File: config.mk
export PLATFORM = sky130hd
export DESIGN_NAME = mem_arbiter
export DESIGN_NICKNAME = d
export VERILOG_FILES = /design/src/rtl/mem_arbiter.sv
export SDC_FILE = /design/constraint.sdc
export NUM_CORES = 1
export LEC_CHECK = 0
export ABC_AREA = 1
export CAP_MARGIN = 20
export CORE_MARGIN = 8
export CORE_UTILIZATION = 30
export DETAILED_ROUTE_END_ITERATION = 8
export GPL_TIMING_DRIVEN = 0
export PLACE_DENSITY = 0.86
export SYNTH_ARGS = -nofsm -noshare
export SYNTH_HDL_FRONTEND = slang
export SYNTH_SLANG_ARGS = --single-unit
File: constraint.sdc
create_clock -name clk -period 3.2 [get_ports clk]
set_input_delay 0.64 -clock clk [delete_from_list [all_inputs] [get_ports clk]]
set_output_delay 0.64 -clock clk [all_outputs]
set_load 0.02 [all_outputs]
File: src/rtl/mem_arbiter.sv
// mem_arbiter: two-port (fetch/data) arbiter in front of a fixed-latency memory.
// Define ARB_ROUND_ROBIN_EN to alternate grants on contention instead of data-first priority.
module mem_arbiter #(
    parameter int MEM_LAT = 1
) (
    input  logic        clk,
    input  logic        rst,
    input  logic        if_req,
    input  logic [31:0] if_addr,
    input  logic        if_flush,
    output logic        if_gnt,
    output logic        if_rvalid,
    output logic [31:0] if_rdata,
    input  logic        d_req,
    input  logic        d_we,
    input  logic [3:0]  d_be,
    input  logic [31:0] d_addr,
    input  logic [31:0] d_wdata,
    output logic        d_gnt,
    output logic        d_rvalid,
    output logic [31:0] d_rdata,
    output logic        mem_en,
    output logic        mem_we,
    output logic [3:0]  mem_be,
    output logic [29:0] mem_addr,
    output logic [31:0] mem_wdata,
    input  logic [31:0] mem_rdata
);
    typedef enum logic [1:0] {IDLE, WAIT, RESP} state_t;
    state_t      state;
    logic [2:0]  cnt;
    logic        own_d, own_we, flush_pend;
    logic [31:0] rdata_q;
    logic        arb, pick_d, gnt;
    logic        unused;
`ifdef ARB_ROUND_ROBIN_EN
    logic        last_d;
    assign pick_d = d_req && (!if_req || !last_d);
`else
    assign pick_d = d_req;
`endif
    assign arb       = !rst && state != WAIT;
    assign d_gnt     = arb && pick_d;
    assign if_gnt    = arb && if_req && !pick_d;
    assign gnt       = d_gnt || if_gnt;
    assign mem_en    = gnt;
    assign mem_we    = d_gnt && d_we;
    assign mem_be    = d_gnt ? d_be : (if_gnt ? 4'hF : 4'h0);
    assign mem_addr  = d_gnt ? d_addr[31:2] : if_addr[31:2];
    assign mem_wdata = d_wdata;
    // Flush gates the fetch response combinationally so it also covers the RESP cycle itself.
    assign if_rvalid = state == RESP && !own_d && !flush_pend && !if_flush;
    assign d_rvalid  = state == RESP && own_d;
    assign if_rdata  = if_rvalid ? rdata_q : 32'h0;
    assign d_rdata   = (d_rvalid && !own_we) ? rdata_q : 32'h0;
    assign unused    = ^{if_addr[1:0], d_addr[1:0]};

    always_ff @(posedge clk or posedge rst) begin
        if (rst) begin
            state      <= IDLE;
            cnt        <= 3'd0;
            own_d      <= 1'b0;
            own_we     <= 1'b0;
            flush_pend <= 1'b0;
            rdata_q    <= 32'h0;
`ifdef ARB_ROUND_ROBIN_EN
            last_d     <= 1'b0;
`endif
        end else if (gnt) begin
            state      <= WAIT;
            cnt        <= 3'(MEM_LAT - 1);
            own_d      <= d_gnt;
            own_we     <= d_gnt && d_we;
            flush_pend <= 1'b0;
`ifdef ARB_ROUND_ROBIN_EN
            last_d     <= d_gnt;
`endif
        end else if (state == RESP) begin
            state <= IDLE;
        end else if (state == WAIT) begin
            if (if_flush && !own_d)
                flush_pend <= 1'b1;
            if (cnt == 3'd0) begin
                rdata_q <= mem_rdata;
                state   <= RESP;
            end else begin
                cnt <= cnt - 3'd1;
            end
        end
    end
endmodule

After elaboration in Yosys (flattened, before gate mapping). Cells that the tools add are included.

Bitwise gates (word level): 2. $lt $le $gt $ge: 0. $add $sub $neg: 1. Multipliers: 0. Equal/unequal tests: 5. Shifts and indexed selects: 0. Divide/modulo/power cells: 0. Reductions and logical operators: 27. Muxes and demuxes: 17.

Operator list (count): 2-to-1 mux 32 bit (2); 2-to-1 mux 30 bit (1); 2-to-1 mux 3 bit (4); logical AND 1 bit (11); 2-to-1 mux 2 bit (4); 2-to-1 mux 4 bit (2); zero test 1 bit (6); AND reduction 3 bit (2); nonzero test 3 bit (2); 2-to-1 mux 1 bit (4); != test 2 bit (second input constant) (2); AND reduction 4 bit (1); nonzero test 2 bit (2); zero test 3 bit (1); subtractor 3 x 1 -> 3 bit (second input constant) (1); == test 2 x 1 -> 1 bit (second input constant) (1); == test 2 bit (second input constant) (1); != test 2 x 1 -> 1 bit (second input constant) (1); NOT 1 bit (2); AND reduction 2 bit (1); logical OR 1 bit (1).

Output and inout port bits: 136. Bits in read-only memories: 0. Bits in writable memories: 0. Input port bits: 138. Bits in latches: 0. Word-level logic and storage cells: 58. Register bits after elaboration: 40. Memories: 0.

Depth between registers and ports, before layout. Gate-level depths: netlist (run 1).

Depth in word-level cells: 7. Depth in mapped cells: 9. Depth with buffers taken out: 9.

Least setup slack after synthesis (run 1). No wires, ideal clock.

Path type: input port to output port. Start point: in rst. End point: out mem_addr[20]. Cell stages on the path: 6. Data required time: 2560 ps. Buffers on the path: 1. Slack: 236 ps. Arrival time: 2324 ps. Cell sequence: inv_1 -> nand3_4 -> inv_2 -> buf_4 -> nand2_1 -> nand2_1.

Word-level cells in the longest chain between the ends: 4.

RTL lines: start, declared (RTL line 7) `input logic rst,`; zero test 1 bit (no source line); logical AND 1 bit (RTL line 42) `assign arb = !rst && state != WAIT;`; logical AND 1 bit (RTL line 43) `assign d_gnt = arb && pick_d;`; via d_gnt (RTL line 19) `output logic d_gnt,`; 2-to-1 mux 30 bit (RTL line 49) `assign mem_addr = d_gnt ? d_addr[31:2] : if_addr[31:2];`; end, declared (RTL line 25) `output logic [29:0] mem_addr,`.

The timed path passes the listed nets, and every way through them passes these cells.

Worst setup path after layout (run 1).
Start point: in rst. End point: out mem_addr[29].

Word-level cells in the longest chain between the ends: 4.

RTL lines (RTL line): zero test 1 bit (no source line); logical AND 1 bit (42); logical AND 1 bit (43); 2-to-1 mux 30 bit (49).

No other way between the ends.

==> results.md, run 1 <==
- Outcome: finished, final reports clean
- Ports: 274
- Ant. Diodes: 0
- Met3 WL: 896 um
- Critical path class: in -> out
- Routed length per instance: 16.38 um
- Final setup violation count: 0
- Crit-path slowest cell: clkdlybuf4s50_1
- Total GRT Usage: 19.06%
- Worst clock skew: 8.635 ps
- Detail Route Antenna Nets: 0
- Hold path startpoint: flush_pend$_DFFE_PP0P_
- Grt total ovfl: 0
- Drt first pass iters: 4
- Layout filler cell count: 806
- Syn_nets: roughly 550
- Post-place setup slack: -639.5 ps
- GPL Wtd Cong: ~0.86
- Syn Inst Count: 406
- R2R setup slack: 1460 ps
- Number of global-route vias before repair: 3,495
- Final setup slack of the worst path: 90.69 ps
- Total number of yosys warnings: 0
- Max incr delay on CP: 610 ps
- Worst Reg-to-Reg Cells: 7
- FP Rows: 35
- Die width: 111.7 um
- Seq/Total Area, Yosys: 36.43%
- Crit-path most repeated cell: nand2_1
- Synth-to-layout area growth: 97.81%
- Crit share post-route: between 90 and 100%
- Setup_tns: 0 ps
- Peak fanout along the critical path: 11
- Drt total wl: about 13,000 um
- Die footprint: 12,480 um2
- Hold EP: flush_pend$_DFFE_PP0P_
- Clk slew on worst S/H paths: 80 ps
- Max Fclk: ~320 MHz
- Top Metal Used: met4
- H-tree levels: 2
- Max VDD drop: 234.3 uV
- Final core area utilization: around three fifths
- Post-Syn Area per Cell: 6.768 um2
- Post-synth EDFFs: 0
- Root Driver: clkbuf_8
- Vias/cell: between 4 and 5
- DRC: 0
- Design area: 5435 um2
- Worst slew margin: 68.85%
- CP Capture Type: output pin
- Primary FF master, synth: dfrtp_1
- Num CTS Buffers: 5
- Routed wl met2: slightly below 7000 um
- Initial antenna violation count: 0
- Via count: 3,333
- Hold Slack: 510.0 ps
- Clock tree buffer depth: 2
- Core Box Area: 9065 um2
- Worst slew pin tran: 467.3 ps
- Setup Fix Bufs, Post-CTS: 0
- Max Cap Viol: 0
- Critical path arrival: 2470 ps
- Number of distinct library cells after synthesis: 19
- Seq cells post-synth: 40
- Async set-reset flop share out of synthesis: 100.0%
- PwrDens: 568.2 nW/um2
- Worst-path cell chain: dlygate4sd2_1 > bufinv_16 > nand3_4 > buf_2 > nand2_1 > nand2_1 > clkdlybuf4s50_1
- Post-Syn Area: 2748 um2
- Largest net degree at the start of global routing: 22
- Final min period: just over 3000 ps
- M1 WL: around 4700 um
- Nets: 792
- Hold_buf cts: 0
- Fraction of final layout cells sized beyond drive strength 1: 13.48%
- WP data required: 2560 ps
- Chip Height: about 110 um
- CTS tree: yes
- CTS Sinks: 40
- Worst hold path type: reg -> reg
- FF-to-FF Start: cnt[0]$_DFFE_PP0P_
- Hold depth: 2
- FF-to-FF End: rdata_q[23]$_DFFE_PP0P_
- Leak: 0.002720 uW
- Footprint of the multi-input gates: 1181 um2
- CP Launch Type: input pin
- PortBufs: 237
- Hold Vio Cnt, Final: 0
- First-pass GRT wire length: ~19,000 um
- DR iter-0 viols: 233
- Area occupied by registers: 1001 um2
- Later-pin clock latency in the skew report: 290 ps
- DP Area: around 5300 um2
- Slew Limit Fails: 0
- Initial Utilization: 30.31%
- Post-DP HPWL: 10,480 um
==> how the worst max path moves through the flow <==
stage / start / endpoint / slack [ps] / cells past startpoint
2_1_floorplan: rst / mem_addr[20] / 240 / 6
3_3_place_gp: rst / mem_en / -1240 / 5
3_5_place_dp: rst / mem_addr[10] / -640 / 8
4_1_cts: rst / mem_addr[26] / 30 / 8
5_1_grt: rst / mem_addr[29] / -2 / 7
6_report: rst / mem_addr[29] / 90 / 7
==> what timing repair did <==
action,in CTS,in global routing
hold endpoints to repair,0,0
setup endpoints to repair,38,19
resized for setup,17,19
cloned,2,0
==> synth_stat cells, types with 2 or more instances <==
cell type | instances | area [um2]
nand3_1 | 7 | 35.03
a21oi_1 | 2 | 10.01
buf_6 | 6 | 67.56
nor2_1 | 72 | 270.3
buf_4 | 35 | 262.8
o21ai_2 | 20 | 175.2
ha_1 | 2 | 25.02
buf_2 | 9 | 45.04
inv_1 | 49 | 183.9
dfrtp_1 | 40 | 1001
o21ai_0 | 14 | 70.07
nand2_1 | 142 | 533.0
inv_2 | 2 | 7.510
==> layout make-up <==
class	count	share of cell area, %
Multi-Input combinational cell	264	21.73
Buffer	51	6.975
Tap cell	111	2.555
Inverter	51	4.006
Timing Repair Buffer	237	44.20
Sequential cell	40	18.42
Clock buffer	6	1.519
Timing Repair inverter	2	0.3223
Clock inverter	2	0.2762
==> power breakdown <==
group	internal, uW	leakage (uW)	switching, uW
clock	175	0.0000434	179
combinational	784	0.00218	1110
sequential	753	0.000492	89.4
total	1710	0.00272	1380
==> cells by family (layout without fill, tap and decap cells) <==
group / after synthesis / count (layout) / share of synthesized area (%)
flip-flops: 40 / 40 / 36.43
adder cells (fa/ha/maj): 2 / 2 / 0.9106
AO/OA/AOI/OAI: 37 / 37 / 9.563
AND/OR/NAND/NOR: 225 / 225 / 32.33
buffers and inverters: 102 / 349 / 20.76
==> registers in the layout, summed over array words and instances, names as in the netlist <==
name	flops
state	2
flush_pend	1
own_we	1
rdata_q	32
own_d	1
cnt	3
==> critical path, delay by kind of cell <==
kind          cells  cell delay [ps]
buf+inv           4             1560
simple gates      3              250
==> layer usage <==
metal	up-vias	track usage, %
met1	1529	20.92
met2	125	34.73
li1	1662	-
met4	0	5.469
met3	17	5.519
met5	-	0
==> placed cells by master, fill, tap and decap left out, types with 9 or more instances in the layout <==
cell             count
dfrtp_1             40
nor2_1              72
o21ai_2             20
clkdlybuf4s50_1    207
inv_1               48
buf_4               35
nand2_1            142
dlymetal6s2s_1      18
buf_2                9
o21ai_0             14
dlygate4sd2_1       12
==> through the flow <==
stage | power (uW) | cells
finish | 3089 | 764
global route | 3331 | 764
CTS | 3126 | 764
detailed placement | 2771 | 754
global placement | 2699 | 754
floorplan | 2023 | 406
No activity file was read; power rests on OpenSTA's default activity.
==> inputs of run 2 (changes only) <==
Settings changed: SETUP_SLACK_MARGIN set to 0.05.
==> results.md, run 2 (same netlist as run 1, synthesis figures left out) <==
- Clk slew on worst S/H paths: approximately 80 ps
- Final core area utilization: 59.32%
- Critical path arrival: about 2400 ps
- Worst-path cell chain: clkdlybuf4s50_1 > inv_1 > nand3_1 > buf_2 > nor2_1 > clkdlybuf4s50_1
- FF-to-FF Start: cnt[0]$_DFFE_PP0P_
- H-tree levels: 2
- CTS tree: yes
- Die footprint: 12,480 um2
- DR iter-0 viols: ~200
- GPL Wtd Cong: 0.8565
- Crit-path most repeated cell: clkdlybuf4s50_1
- Setup_tns: 0 ps
- Detail Route Antenna Nets: 0
- Outcome: finished, final reports clean
- Max Fclk: 332.5 MHz
- Commonest non-fill, non-tap cell in the layout: clkdlybuf4s50_1
- Worst hold path type: in -> async
- Top Metal Used: met4
- Hold Vio Cnt, Final: 0
- PwrDens: around 570 nW/um2
- Hold_buf cts: 0
- CP Launch Type: input pin
- Worst slew pin tran: 467.4 ps
- Total GRT Usage: 19.06%
- Ports: 274
- CP Capture Type: output pin
- Fraction of final layout cells sized beyond drive strength 1: a little over an eighth
- M1 WL: 4700 um
- Final min period: 3007 ps
- Later-pin clock latency in the skew report: 290 ps
- Drt total wl: between 10,000 and 15,000 um
- Final setup violation count: 0
- Critical path class: in -> out
- Via count: 3,353
- Peak fanout along the critical path: 10
- Worst slew margin: about 69%
- Routed length per instance: between 15 and 20 um
- Overall power: 3069 uW
- Synth-to-layout area growth: 95.72%
- Largest Register: rdata_q
- CTS Sinks: 40
- Clock tree buffer depth: 2
- CP Launch Point: if_flush
- Post-Layout Cell Count: about 760
- Crit share post-route: 93.98%
- Ant. Diodes: 0
- Worst clock skew: ~8.6 ps
- Hold Slack: around 360 ps
- PortBufs: around 240
- Met3 WL: 878 um
- Initial Utilization: 30.31%
- Slew Limit Fails: 0
- Number of global-route vias before repair: 3,494
- Largest register FFs: 32
- Max Cap Viol: 0
- Chip Height: 111.7 um
- First-pass GRT wire length: 19,120 um
- Largest net degree at the start of global routing: 22
- Crit-path slowest cell: clkdlybuf4s50_1
- Max incr delay on CP: roughly 640 ps
- Nets: 792
- Most frequent cells in the layout: clkdlybuf4s50_1, nand2_1, nor2_1
- Routed wl met2: 6649 um
- Max VDD drop: around 230 uV
- Cell count after placement: between 700 and 800
- Drt first pass iters: 5
- DRC: 0
- FP Rows: 35
- Num CTS Buffers: 5
- Root Driver: clkbuf_8
- Unrepaired setup endpoints after global routing: false
- Die width: around 110 um
- Regs by FF count: rdata_q (32), cnt (3), state (2)
- R2R setup slack: 1460 ps
- Post-DP HPWL: 10,480 um
- Grt total ovfl: 0
- WP data required: roughly 2600 ps
- Core Box Area: 9065 um2
- Leak: 0.002615 uW
- Initial antenna violation count: 0
- Vias/cell: 4.389
run 2: cell count changes in the layout (fill, tap and decap cells not counted), sizes merged:
| cell | before | now |
|---|---|---|
| clkdlybuf4s50 | 207 | 206 |
| dlygate4sd2 | 12 | 26 |
| dlymetal6s2s | 18 | 4 |
| clkbuf | 7 | 8 |
run 2: area by class of cell:
class,instances,area (um2)
Timing Repair Buffer,237,2345
Multi-Input combinational cell,264,1181
Sequential cell,40,1001
Inverter,51,217.7
Tap cell,111,138.9
Clock buffer,6,82.58
Timing Repair inverter,2,17.52
Fill cell,823,3687
Clock inverter,2,15.01
Buffer,51,379.1
run 2: final timing paths:
| check | depth (start not counted) | to |
|---|---|---|
| worst max-delay path | 6 | if_rdata[5] |
| worst min-delay path | 2 | rdata_q[0]$_DFFE_PP0P_ |
| worst min register to register | 2 | flush_pend$_DFFE_PP0P_ |
| worst max register to register | 7 | rdata_q[23]$_DFFE_PP0P_ |
| min in group clk | 2 | flush_pend$_DFFE_PP0P_ |
| max in group asynchronous | 2 | own_we$_DFFE_PP0P_ |
run 2: report_power, final:
group / total (uW) / internal (uW) / switching (uW)
Sequential: 842 / 753 / 89.1
Combinational: 1870 / 765 / 1110
Clock: 354 / 175 / 179
run 2: what timing repair did:
action,4_1_cts,5_1_grt
cloned,2,0
setup endpoints to repair,38,8
gates resized for setup,32,7
buffers inserted,0,0
run 2: worst max-delay path, delay by kind of cell:
kind | cells | cell delay (ps)
and+or+nand+nor | 2 | 330
buffers and inverters | 4 | 1390
run 2: metal layers:
layer	track usage (%)	vias to the layer above
li1	-	1662
met1	20.82	1531
met2	34.73	139
met3	5.682	21
met4	5.469	0
met5	0	-
run 2: through the flow:
stage | setup slack, ps | instance area, um2
6_report | 192.7 | 5378
5_1_grt | 83.88 | 5378
4_1_cts | 50.36 | 5366
3_5_place_dp | -639.5 | 5259
3_3_place_gp | -1244 | 5259
2_1_floorplan | 236.0 | 2748
